### config.mk
export PLATFORM = sky130hd
export DESIGN_NAME = serial_mag_comparator_flat
export DESIGN_NICKNAME = d
export VERILOG_FILES = /design/src/rtl/serial_mag_comparator_if.sv /design/src/rtl/serial_mag_comparator.sv /design/src/flat_wrapper.sv
export SDC_FILE = /design/constraint.sdc
export NUM_CORES = 1
export LEC_CHECK = 0
export ABC_AREA = 1
export BUFFER_PORTS_ARGS = -buffer_cell sky130_fd_sc_hd__buf_2
export CORE_MARGIN = 10
export CORE_UTILIZATION = 54
export DETAILED_ROUTE_END_ITERATION = 10
export HOLD_SLACK_MARGIN = 0.03
export PLACE_DENSITY_LB_ADDON = 0.08
export SLEW_MARGIN = 20
export SYNTH_ARGS = -nofsm -noshare
export SYNTH_HDL_FRONTEND = slang
export SYNTH_SLANG_ARGS = --single-unit
### constraint.sdc
create_clock -name clk -period 1.9 [get_ports clk]
set_input_delay 0.38 -clock clk [delete_from_list [all_inputs] [get_ports clk]]
set_output_delay 0.38 -clock clk [all_outputs]
set_load 0.01 [all_outputs]
### src/rtl/serial_mag_comparator_if.sv
`default_nettype none
// ============================================================================
// Module   : serial_mag_comparator_if
// Brief    : Operand/result handshake bundle for serial_mag_comparator.
// Revision : 1.0
// ============================================================================
interface serial_mag_comparator_if #(
    parameter int WIDTH = 8
);
    logic             in_valid;
    logic             in_ready;
    logic [WIDTH-1:0] x_in;
    logic [WIDTH-1:0] y_in;
    logic             out_valid;
    logic             out_ready;
    logic             xgty;
    logic             xlty;
    logic             xeqy;

    modport master (
        output in_valid, x_in, y_in, out_ready,
        input  in_ready, out_valid, xgty, xlty, xeqy
    );

    modport slave (
        input  in_valid, x_in, y_in, out_ready,
        output in_ready, out_valid, xgty, xlty, xeqy
    );
endinterface
`default_nettype wire

### src/rtl/serial_mag_comparator.sv
`default_nettype none
// ============================================================================
// Module   : serial_mag_comparator
// Brief    : Unsigned magnitude comparator, 2 bits per cycle MSB first, with early exit.
// Revision : 1.0
// ============================================================================
module serial_mag_comparator #(
    parameter int WIDTH = 8
) (
    input  wire                     clk,
    input  wire                     rst_n,
    serial_mag_comparator_if.slave  bus
);

    localparam int CNT_W = $clog2(WIDTH / 2 + 1);

    typedef enum logic [1:0] {
        IDLE    = 2'd0,
        COMPARE = 2'd1,
        DONE    = 2'd2
    } state_t;

    state_t             state_q, state_d;
    logic [WIDTH-1:0]   x_sh_q, x_sh_d;
    logic [WIDTH-1:0]   y_sh_q, y_sh_d;
    logic [CNT_W-1:0]   cnt_q, cnt_d;
    logic               gt_q, gt_d;
    logic               lt_q, lt_d;
    logic               eq_q, eq_d;

    logic [1:0]         w_x_slice;
    logic [1:0]         w_y_slice;

    assign w_x_slice = x_sh_q[WIDTH-1 -: 2];
    assign w_y_slice = y_sh_q[WIDTH-1 -: 2];

    always_ff @(posedge clk) begin
        if (!rst_n) begin
            state_q <= IDLE;
            x_sh_q  <= '0;
            y_sh_q  <= '0;
            cnt_q   <= '0;
            gt_q    <= 1'b0;
            lt_q    <= 1'b0;
            eq_q    <= 1'b0;
        end else begin
            state_q <= state_d;
            x_sh_q  <= x_sh_d;
            y_sh_q  <= y_sh_d;
            cnt_q   <= cnt_d;
            gt_q    <= gt_d;
            lt_q    <= lt_d;
            eq_q    <= eq_d;
        end
    end

    always_comb begin
        state_d = state_q;
        x_sh_d  = x_sh_q;
        y_sh_d  = y_sh_q;
        cnt_d   = cnt_q;
        gt_d    = gt_q;
        lt_d    = lt_q;
        eq_d    = eq_q;

        case (state_q)
            IDLE: begin
                if (bus.in_valid) begin
                    x_sh_d  = bus.x_in;
                    y_sh_d  = bus.y_in;
                    cnt_d   = CNT_W'(WIDTH / 2);
                    gt_d    = 1'b0;
                    lt_d    = 1'b0;
                    eq_d    = 1'b0;
                    state_d = COMPARE;
                end
            end
            COMPARE: begin
                // First unequal slice decides; equal slices fall through to the next pair.
                if (w_x_slice > w_y_slice) begin
                    gt_d    = 1'b1;
                    state_d = DONE;
                end else if (w_x_slice < w_y_slice) begin
                    lt_d    = 1'b1;
                    state_d = DONE;
                end else if (cnt_q == CNT_W'(1)) begin
                    eq_d    = 1'b1;
                    state_d = DONE;
                end else begin
                    x_sh_d  = x_sh_q << 2;
                    y_sh_d  = y_sh_q << 2;
                    cnt_d   = cnt_q - CNT_W'(1);
                end
            end
            DONE: begin
                if (bus.out_ready) begin
                    state_d = IDLE;
                end
            end
            default: begin
                state_d = IDLE;
            end
        endcase
    end

    assign bus.in_ready  = (state_q == IDLE);
    assign bus.out_valid = (state_q == DONE);
    assign bus.xgty      = gt_q;
    assign bus.xlty      = lt_q;
    assign bus.xeqy      = eq_q;

endmodule
`default_nettype wire

### src/flat_wrapper.sv
// flat-port wrapper written by rule: the top's interface ports become plain ports
module serial_mag_comparator_flat 
#(
    parameter int WIDTH = 8
)
  (clk, rst_n, bus_in_valid, bus_x_in, bus_y_in, bus_out_ready, bus_in_ready, bus_out_valid, bus_xgty, bus_xlty, bus_xeqy);
  serial_mag_comparator_if #(.WIDTH(WIDTH)) bus_i ();
  input  wire clk;
  input  wire rst_n;
  input wire logic [$bits(bus_i.in_valid)-1:0] bus_in_valid;
  input wire logic [$bits(bus_i.x_in)-1:0] bus_x_in;
  input wire logic [$bits(bus_i.y_in)-1:0] bus_y_in;
  input wire logic [$bits(bus_i.out_ready)-1:0] bus_out_ready;
  output wire logic [$bits(bus_i.in_ready)-1:0] bus_in_ready;
  output wire logic [$bits(bus_i.out_valid)-1:0] bus_out_valid;
  output wire logic [$bits(bus_i.xgty)-1:0] bus_xgty;
  output wire logic [$bits(bus_i.xlty)-1:0] bus_xlty;
  output wire logic [$bits(bus_i.xeqy)-1:0] bus_xeqy;
  assign bus_i.in_valid = bus_in_valid;
  assign bus_i.x_in = bus_x_in;
  assign bus_i.y_in = bus_y_in;
  assign bus_i.out_ready = bus_out_ready;
  assign bus_in_ready = bus_i.in_ready;
  assign bus_out_valid = bus_i.out_valid;
  assign bus_xgty = bus_i.xgty;
  assign bus_xlty = bus_i.xlty;
  assign bus_xeqy = bus_i.xeqy;
  serial_mag_comparator #(.WIDTH(WIDTH)) u_core (.clk(clk), .rst_n(rst_n), .bus(bus_i));
endmodule
==> run metrics <==
TritonRoute pass-1 iters 6; CP delay by family, top simple AND/OR/NAND/NOR gates; Power Density just under 900 nW/um^2; initial core utilization 0.556; CTS Root Cell clkbuf_4; Tcrit/Tclk final 0.805; Max clock buf depth 2; Detailed Route WL 2770 um; Mapped Cells 211; crit start category flip-flop; Post-synth ARST share 0; DP Wirelength 1970 um; CP Capture Type flip-flop; IO Count 25; Comb pwr share 0.340; Distinct cells, synth 20; Avg Cell Area, Syn 6.41 sq um; vias in the first global route between 1000 and 1500; Syn Nets between 200 and 250; cts bufs inserted 3; top cell type's share of synthesized area 0.355; critical path data arrival time around 1800 ps; Seq/Total Area, Yosys 0.355; Critical Path Stages 8; Buffers & Inverters on Critical Path 2; max_cap viols 0; Post-CTS Resized 0; fill cell count 249; Die Area 4910 sq um; setup TNS 0 ps; footprint of the multi-input gates slightly below 700 sq um; CP max stage delay 330 ps; CP max FO 30; # diodes 0; leakage 0.790 nW; Die X ~70 um; Placed Instances 256; Hold Crit Class in2reg; Max VDD drop 668 uV; Seq pwr share 0.453; via count 1282; Finished Layout Cells 260; hold_buf cts 0; RSZ-0062 raised after global routing false; Worst-path clk slew 130 ps; Worst Max-Slew Pin Slew 381 ps; final critical-path required period 1530 ps; number of clock sinks 24; Critical Path Slowest Stage Cell dfxtp_1; number of synthesized flops with an enable pin 0; class of the most critical setup path reg2reg; initial antenna violation count 0; switching pwr 465 uW; synth warn 0; cell accounting for the most synthesized area dfxtp_1; CORE AREA approximately 2400 sq um; register bit total from synthesis 24; Reg area 480 sq um; setup bufs post-CTS 0; Worst-Skew Late Latency 320 ps; Clock Power Share 0.207; first-pass GRT wire length roughly 4800 um; Area Overhead vs Synth 11.7%; Critical Path RT 2130 ps; FP Rows 18; status complete, no violations; Die Ht 70.0 um; post-layout util 0.621; # setup viols final 0; Final Max Tran Viols 0; htree depth 1; Routed Antenna Nets 0; NumNets Final about 260; Final Hold Viols 0; fmax 653 MHz; gr usage total 0.111; Setup Skew 2.27 ps; DR iter-0 viols 84; Post-synth top flop dfxtp_1; Syn Std Cell Area 1350 sq um; port bufs 24; Worst Hold Path Cells 4; share of cells above drive strength 1 0.161; top-count cell post-synth nand2_1; Reg2Reg Depth 8; commonest cells in the netlist nand2_1 (54), nor2_1 (30), inv_1 (27), dfxtp_1 (24), a21oi_1 (21); gpl congestion 0.805; crit-path cells inv_1 > ha_1 > nand2_1 > nand2_1 > nand3_4 > buf_12 > a21boi_0 > nor2_1; largest net degree at the start of global routing 40; cell mode on critical path nand2_1; Int Power 872 uW; switching share of power 0.348; DRC viols 0; drt wl/cell between 10 and 15 um; CTS tree yes; max_slew headroom 0.746; global route total overflow 0; detailed-route vias per instance 4.93; Synth area leaders dfxtp_1 (36%), nand2_1 (15%), nor2_1 (8.3%), a21oi_1 (7.8%), inv_1 (7.5%)
## final timing paths
| path | from | slack (ps) | to |
|---|---|---|---|
| min | bus_out_ready | 330 | u_core.state_q[1] |
| min reg2reg | u_core.bus.xeqy | 450 | u_core.bus.xeqy |
| max reg2reg | u_core.y_sh_q[7] | 370 | u_core.x_sh_q[0] |
| max | u_core.y_sh_q[7] | 370 | u_core.x_sh_q[0] |
## through the flow
stage	cell area (sq um)	total power, mW	hold slack, ps	setup slack, ps
3_5_place_dp	1470	1.08	438	383
5_1_grt	1510	1.44	353	250
3_3_place_gp	1470	1.06	432	460
2_1_floorplan	1350	0.982	455	543
4_1_cts	1510	1.35	319	363
6_report	1510	1.34	330	370
## registers in the layout (all words and copies together) (netlist names)
name	flops
u_core.bus.xeqy	1
u_core.cnt_q	3
u_core.bus.xlty	1
u_core.y_sh_q	8
u_core.x_sh_q	8
u_core.bus.xgty	1
u_core.state_q	2
## layer usage
layer | track usage | up-vias | part of all wire
li1 | - | 695 | -
met1 | 0.127 | 563 | 0.49
met2 | 0.192 | 20 | 0.47
met3 | 0.0240 | 4 | 0.036
met4 | 0.0439 | 0 | 0.011
met5 | 0 | - | 0
## power groups by stage
stage | clock [mW] | sequential, mW | combinational, mW
4_1_cts | 0.286 | 0.608 | 0.460
6_report | 0.276 | 0.607 | 0.455
5_1_grt | 0.299 | 0.615 | 0.529
3_5_place_dp | 0 | 0.619 | 0.458
3_3_place_gp | 0 | 0.617 | 0.441
2_1_floorplan | 0 | 0.616 | 0.366
## final cells by class
type                       count  share of cell area
inverter                      28              0.0696
clock buffer                   4              0.0240
timing repair buffer          27               0.103
tap                           30              0.0249
multi-input combinational    147               0.461
sequential                    24               0.318
## layout by cell type, fill, tap and decap left out
| cell type | Yosys | layout |
|---|---|---|
| nand2_2 | 1 | 1 |
| buf_4 | 2 | 2 |
| o21ai_0 | 12 | 12 |
| nand3b_1 | 2 | 2 |
| clkbuf_8 | 0 | 1 |
| clkbuf_4 | 0 | 3 |
| dfxtp_1 | 24 | 24 |
| nor2_4 | 1 | 1 |
| ha_1 | 4 | 4 |
| inv_1 | 27 | 27 |
| inv_2 | 1 | 1 |
| buf_12 | 0 | 1 |
| nand3_4 | 1 | 1 |
| or2_2 | 1 | 1 |
| buf_2 | 3 | 24 |
| a21oi_1 | 21 | 21 |
| nor2_1 | 30 | 30 |
| nand3_1 | 16 | 16 |
| nor2_2 | 1 | 1 |
| a21boi_0 | 3 | 3 |
| nand2_1 | 54 | 54 |
## tightest hold or removal path: stages
cell and delay [ps]:
buf_2 70, inv_1 30, nand2_1 70, a21oi_1 60
## logic make-up after synthesis
group                    after synthesis  synth area share
AO/OA/AOI/OAI                         36             0.139
adder cells (fa/ha/maj)                4            0.0370
flip-flops                            24             0.355
AND/OR/NAND/NOR                      107             0.339
buffers and inverters                 40             0.130
Note: power is estimated with default switching activity, not from simulation.
